[src/rtl/light_arbiter.sv]
// light_arbiter: occupancy-driven room lighting with round-robin grants and a cap on lit rooms.
// Optional denial statistic is built only when LIGHT_ARBITER_STATS_EN is defined.
//
// state  | meaning
// IDLE   | no room lit (count == 0)
// ACTIVE | some rooms lit, below the cap (0 < count < MAX_ON)
// FULL   | cap reached (count == MAX_ON), new candidates are denied
module light_arbiter #(
    parameter int N_ROOMS = 8,
    parameter int MAX_ON  = 4,
    parameter int HOLD    = 9
) (
    input  logic                          clk,
    input  logic                          rst,
    input  logic [N_ROOMS-1:0]            rooms,
    output logic [N_ROOMS-1:0]            lightson,
    output logic [4*N_ROOMS-1:0]          countdown,
    output logic [$clog2(N_ROOMS+1)-1:0]  count,
    output logic                          full,
    output logic                          grant_valid,
    output logic [$clog2(N_ROOMS)-1:0]    grant_idx,
    output logic [7:0]                    deny_count
);

    localparam int CW = $clog2(N_ROOMS + 1);
    localparam int IW = $clog2(N_ROOMS);
    localparam int SW = IW + 1;
    localparam logic [CW-1:0] MAX_ON_C = CW'(MAX_ON);
    localparam logic [3:0]    HOLD_C   = 4'(HOLD);
    localparam logic [SW-1:0] N_C      = SW'(N_ROOMS);
    localparam logic [IW-1:0] LAST_C   = IW'(N_ROOMS - 1);

    typedef enum logic [1:0] {
        IDLE   = 2'd0,
        ACTIVE = 2'd1,
        FULL   = 2'd2
    } state_t;

    state_t state_q, state_d;

    logic [N_ROOMS-1:0][3:0] cd_q, cd_d;
    logic [N_ROOMS-1:0]      lit_q, lit_d;
    logic [CW-1:0]           count_q, count_d, lit_after;
    logic [IW-1:0]           rr_q, rr_d;
    logic [IW-1:0]           grant_idx_q, grant_idx_d;
    logic [IW-1:0]           win, idx;
    logic [SW-1:0]           scan;
    logic                    found, grant, grant_valid_q;

    // Timer update first, so releases (1 -> 0) free their slot before the cap test.
    always_comb begin
        cd_d      = cd_q;
        lit_after = '0;
        for (int i = 0; i < N_ROOMS; i++) begin
            if (cd_q[i] != 4'd0) begin
                cd_d[i] = rooms[i] ? HOLD_C : (cd_q[i] - 4'd1);
            end
            if (cd_d[i] != 4'd0) begin
                lit_after = lit_after + CW'(1);
            end
        end

        found = 1'b0;
        win   = '0;
        scan  = '0;
        idx   = '0;
        for (int k = 0; k < N_ROOMS; k++) begin
            scan = {1'b0, rr_q} + SW'(k);
            if (scan >= N_C) begin
                scan = scan - N_C;
            end
            idx = scan[IW-1:0];
            if (!found && rooms[idx] && (cd_q[idx] == 4'd0)) begin
                found = 1'b1;
                win   = idx;
            end
        end

        grant = found && (lit_after < MAX_ON_C);
        if (grant) begin
            cd_d[win] = HOLD_C;
        end
        count_d = lit_after + CW'(grant);

        rr_d        = rr_q;
        grant_idx_d = grant_idx_q;
        if (grant) begin
            rr_d        = (win == LAST_C) ? '0 : (win + IW'(1));
            grant_idx_d = win;
        end

        for (int i = 0; i < N_ROOMS; i++) begin
            lit_d[i] = (cd_d[i] != 4'd0);
        end
    end

    always_comb begin
        state_d = state_q;
        if (count_d == '0) begin
            state_d = IDLE;
        end else if (count_d >= MAX_ON_C) begin
            state_d = FULL;
        end else begin
            state_d = ACTIVE;
        end
    end

    always_ff @(posedge clk or posedge rst) begin
        if (rst) begin
            state_q       <= IDLE;
            cd_q          <= '0;
            lit_q         <= '0;
            count_q       <= '0;
            rr_q          <= '0;
            grant_idx_q   <= '0;
            grant_valid_q <= 1'b0;
        end else begin
            state_q       <= state_d;
            cd_q          <= cd_d;
            lit_q         <= lit_d;
            count_q       <= count_d;
            rr_q          <= rr_d;
            grant_idx_q   <= grant_idx_d;
            grant_valid_q <= grant;
        end
    end

    assign lightson    = lit_q;
    assign countdown   = cd_q;
    assign count       = count_q;
    assign full        = (state_q == FULL);
    assign grant_valid = grant_valid_q;
    assign grant_idx   = grant_idx_q;

`ifdef LIGHT_ARBITER_STATS_EN
    logic [7:0] deny_q, deny_d;

    // A candidate that is not granted can only have lost to the cap.
    always_comb begin
        deny_d = deny_q;
        if (found && !grant && (deny_q != 8'hFF)) begin
            deny_d = deny_q + 8'd1;
        end
    end

    always_ff @(posedge clk or posedge rst) begin
        if (rst) begin
            deny_q <= 8'd0;
        end else begin
            deny_q <= deny_d;
        end
    end

    assign deny_count = deny_q;
`else
    assign deny_count = 8'd0;
`endif

endmodule

[config.mk]
export PLATFORM = sky130hd
export DESIGN_NAME = light_arbiter
export DESIGN_NICKNAME = d
export VERILOG_FILES = /design/src/rtl/light_arbiter.sv
export SDC_FILE = /design/constraint.sdc
export NUM_CORES = 1
export LEC_CHECK = 0
export CORE_ASPECT_RATIO = 1.5
export CORE_UTILIZATION = 56
export DETAILED_ROUTE_END_ITERATION = 16
export GPL_TIMING_DRIVEN = 0
export PLACE_DENSITY = 0.9
export SETUP_SLACK_MARGIN = 0.15
export SKIP_CTS_REPAIR_TIMING = 1
export SLEW_MARGIN = 40
export SYNTH_ARGS = -nofsm -noshare
export SYNTH_HDL_FRONTEND = slang
export SYNTH_SLANG_ARGS = --single-unit
[constraint.sdc]
create_clock -name clk -period 8.6 [get_ports clk]
set_input_delay 1.72 -clock clk [delete_from_list [all_inputs] [get_ports clk]]
set_output_delay 1.72 -clock clk [all_outputs]
set_load 0.005 [all_outputs]
==> results.ini <==
[floorplanning]
fp.dieH_um=114
start_util=0.583
io_pins=67
rows=40
fp.dieArea_mm2=0.00876
core_region_area_mm2=0.00806
die_w_um=76.8

[critical_path]
slowest_stage=xnor2_1
crit_path_max_fanout=9
path_common_cell=ha_1
crit-reg2reg-capture=state_q[0]
rr_startpoint=countdown[4]
crit_start=rooms[0]
cp-end-kind=flip-flop
criticalPathCategory=in -> reg
crit_arrival_ns=8.24
cp.required_ns=8.78
cp-start-kind=input pin
cpPeakStageDelay_ns=0.45
ff2ff_path_depth=32
r2r_slack_ns=1.15

[clocking]
worstSkewPairLatency_ns=0.30
numCtsBuffers=5
clockBufferDepth=2
cts_root_buffer=clkbuf_16
htree_levels=2
cts_tree=yes
clk_pin_slew_ns=0.07
cts_sinks=53

[outcome]
status=finished clean

[routing]
vias_per_cell=6.55
ant_nets=0
drt_pass1_iterations=5
drc=0
routed_wl_um=13000
wl_per_cell_um=18.3
drt_iter0_drc=445
vias=4667

[worst_hold_path]
holdPathStages=1
min_from=grant_idx[0]
worstHoldEndpoint=grant_idx[0]
hp-class=reg -> reg

[logic_synthesis]
synth_flop_cell=dfrtp_1
synth_area_leaders=dfrtp_1, ha_1, o31ai_1
synth-seq-area-share=0.282
yosys_register_bits=53
synth_top_cell_area_share=0.282
syn_avg_cell_area_um2=8.66
synth_edf_count=0
syn_inst=542
yosys_warnings=0
synth_cell_type_count=76
syn-cell-area_mm2=0.00470
async_flop_share=1.00
synth_largest_area_cell=dfrtp_1

[placed_design]
port-buffer-count=51
numPlacedInstances=706
gp_congestion=0.884
dp_hpwl_um=9640

[final_layout]
layout-drive-gt1-share=0.0888
layoutNonFillerInstCount=713
area_delta_synth_final_pct=18.7
fin_nets=646
n_fill_cell=633
antenna_cells=0
utilization=0.692

[global_route]
grt_pass1_wl_um=21000
overflow=0
grt_max_degree=45
grt_pass1_vias=4482
antenna_found_initial=0
grt.total_usage=0.298

[sta]
hold_viol_final=0
max-slew-margin-rel=0.432
setup_viol=0
final_max_slew_viol_count=0
fin_skew_ns=0.00748
period_needed_ns=8.05
rsz0062_at_grt=false
clock.fmax_ghz=0.124
fin_crit_sh=0.936
worst_pin_slew_ns=0.845

[flow_run]
cap_violations=0

-- cell usage in the layout, fill, tap and decap left out, types with 14 or more instances in the layout --
| cell | synthesis | routed |
|---|---|---|
| nor2b_1 | 15 | 15 |
| mux2i_1 | 17 | 17 |
| clkdlybuf4s50_1 | 0 | 51 |
| o31ai_1 | 25 | 25 |
| o21ai_0 | 17 | 17 |
| a21oi_1 | 24 | 24 |
| clkbuf_1 | 20 | 21 |
| nand2_1 | 32 | 32 |
| nand2b_1 | 16 | 16 |
| inv_1 | 32 | 31 |
| dfrtp_1 | 53 | 53 |
| nor2_1 | 46 | 46 |
| and2_1 | 14 | 14 |
| nor3_1 | 15 | 15 |
| ha_1 | 28 | 28 |
-- how the worst max path moves through the flow --
stage / to / slack, ns / cells past startpoint
finish: state_q[0] / 0.55 / 30
floorplan: state_q[0] / 1.09 / 30
global route: state_q[0] / 0.17 / 30
CTS: state_q[0] / 0.28 / 30
global placement: state_q[0] / 0.28 / 30
detailed placement: state_q[0] / -0.007 / 30
-- routing by layer --
metal / vias up / share of wire / GRT usage
met5: - / 0 / 0
met3: 55 / 0.055 / 0.0335
met1: 2241 / 0.38 / 0.332
met2: 234 / 0.52 / 0.546
met4: 0 / 0.046 / 0.165
li1: 2137 / - / -
-- metrics by stage --
step / setup TNS [ns] / area, um2 / setup WS, ns / hold WS, ns
6_report: 0 / 5570 / 0.546 / 0.517
5_1_grt: 0 / 5570 / 0.167 / 0.547
4_1_cts: 0 / 5520 / 0.278 / 0.526
3_5_place_dp: -0.00710 / 5390 / -0.00710 / 0.514
3_3_place_gp: 0 / 5360 / 0.281 / 0.505
2_1_floorplan: 0 / 4720 / 1.09 / 0.507
-- cells in the mapped netlist, types with 4 or more instances --
library cell / number
o21ai_0: 17
nor4_1: 11
xnor2_1: 7
mux2i_1: 17
and2_1: 14
nor3b_1: 5
or2_2: 4
o32ai_1: 11
a311oi_1: 4
o21a_1: 4
nand2_1: 32
mux4_2: 6
inv_1: 32
clkbuf_1: 20
or3_1: 4
nand3_1: 13
nand3b_1: 4
nor2b_1: 15
nor4b_1: 10
buf_4: 8
mux2_2: 6
dfrtp_1: 53
nand2b_1: 16
o31ai_1: 25
and3_1: 6
mux2_4: 4
a221oi_1: 5
a21oi_1: 24
a31oi_1: 5
ha_1: 28
xor2_1: 8
nor3_1: 15
nor2_1: 46
-- final cells by class --
type | count | area (um2) | area share
flip-flops and latches | 53 | 1330 | 0.238
plain buffers | 34 | 178 | 0.0319
clock buffers | 6 | 129 | 0.0231
well taps | 105 | 131 | 0.0236
inverters | 34 | 133 | 0.0238
repair buffers | 52 | 531 | 0.0952
clock inverters | 1 | 8.76 | 0.00157
multi-input cells | 428 | 3140 | 0.563
-- logic make-up (layout without fill, tap and decap cells) --
kind of cell | Yosys count | in the layout | synth area share
buffers and inverters | 68 | 127 | 0.0655
flip-flops | 53 | 53 | 0.282
AND/OR/NAND/NOR | 207 | 207 | 0.242
adder cells (fa/ha/maj) | 28 | 28 | 0.0746
AO/OA/AOI/OAI | 136 | 136 | 0.209
XOR/XNOR | 16 | 16 | 0.0328
multiplexers | 33 | 33 | 0.0922
other | 1 | 8 | 0.000799
-- registers in the layout, summed over array words and instances (netlist names) --
name,cells
grant_valid,1
state_q,2
lightson,8
grant_idx,3
rr_q,3
countdown,32
count,4
-- worst max-delay path: cells and delay by family --
family / cells / cell delay, ns
xor gates and xnor gates: 3 / 0.80
and+or+nand+nor: 10 / 1.90
buffers and inverters: 2 / 0.30
muxes: 1 / 0.27
adders and majority gates: 8 / 2.24
AOI/OAI and AO/OA: 6 / 0.98
Power is not shown: default switching activity piles up to over one toggle a cycle in this logic, so the estimate is an artifact.
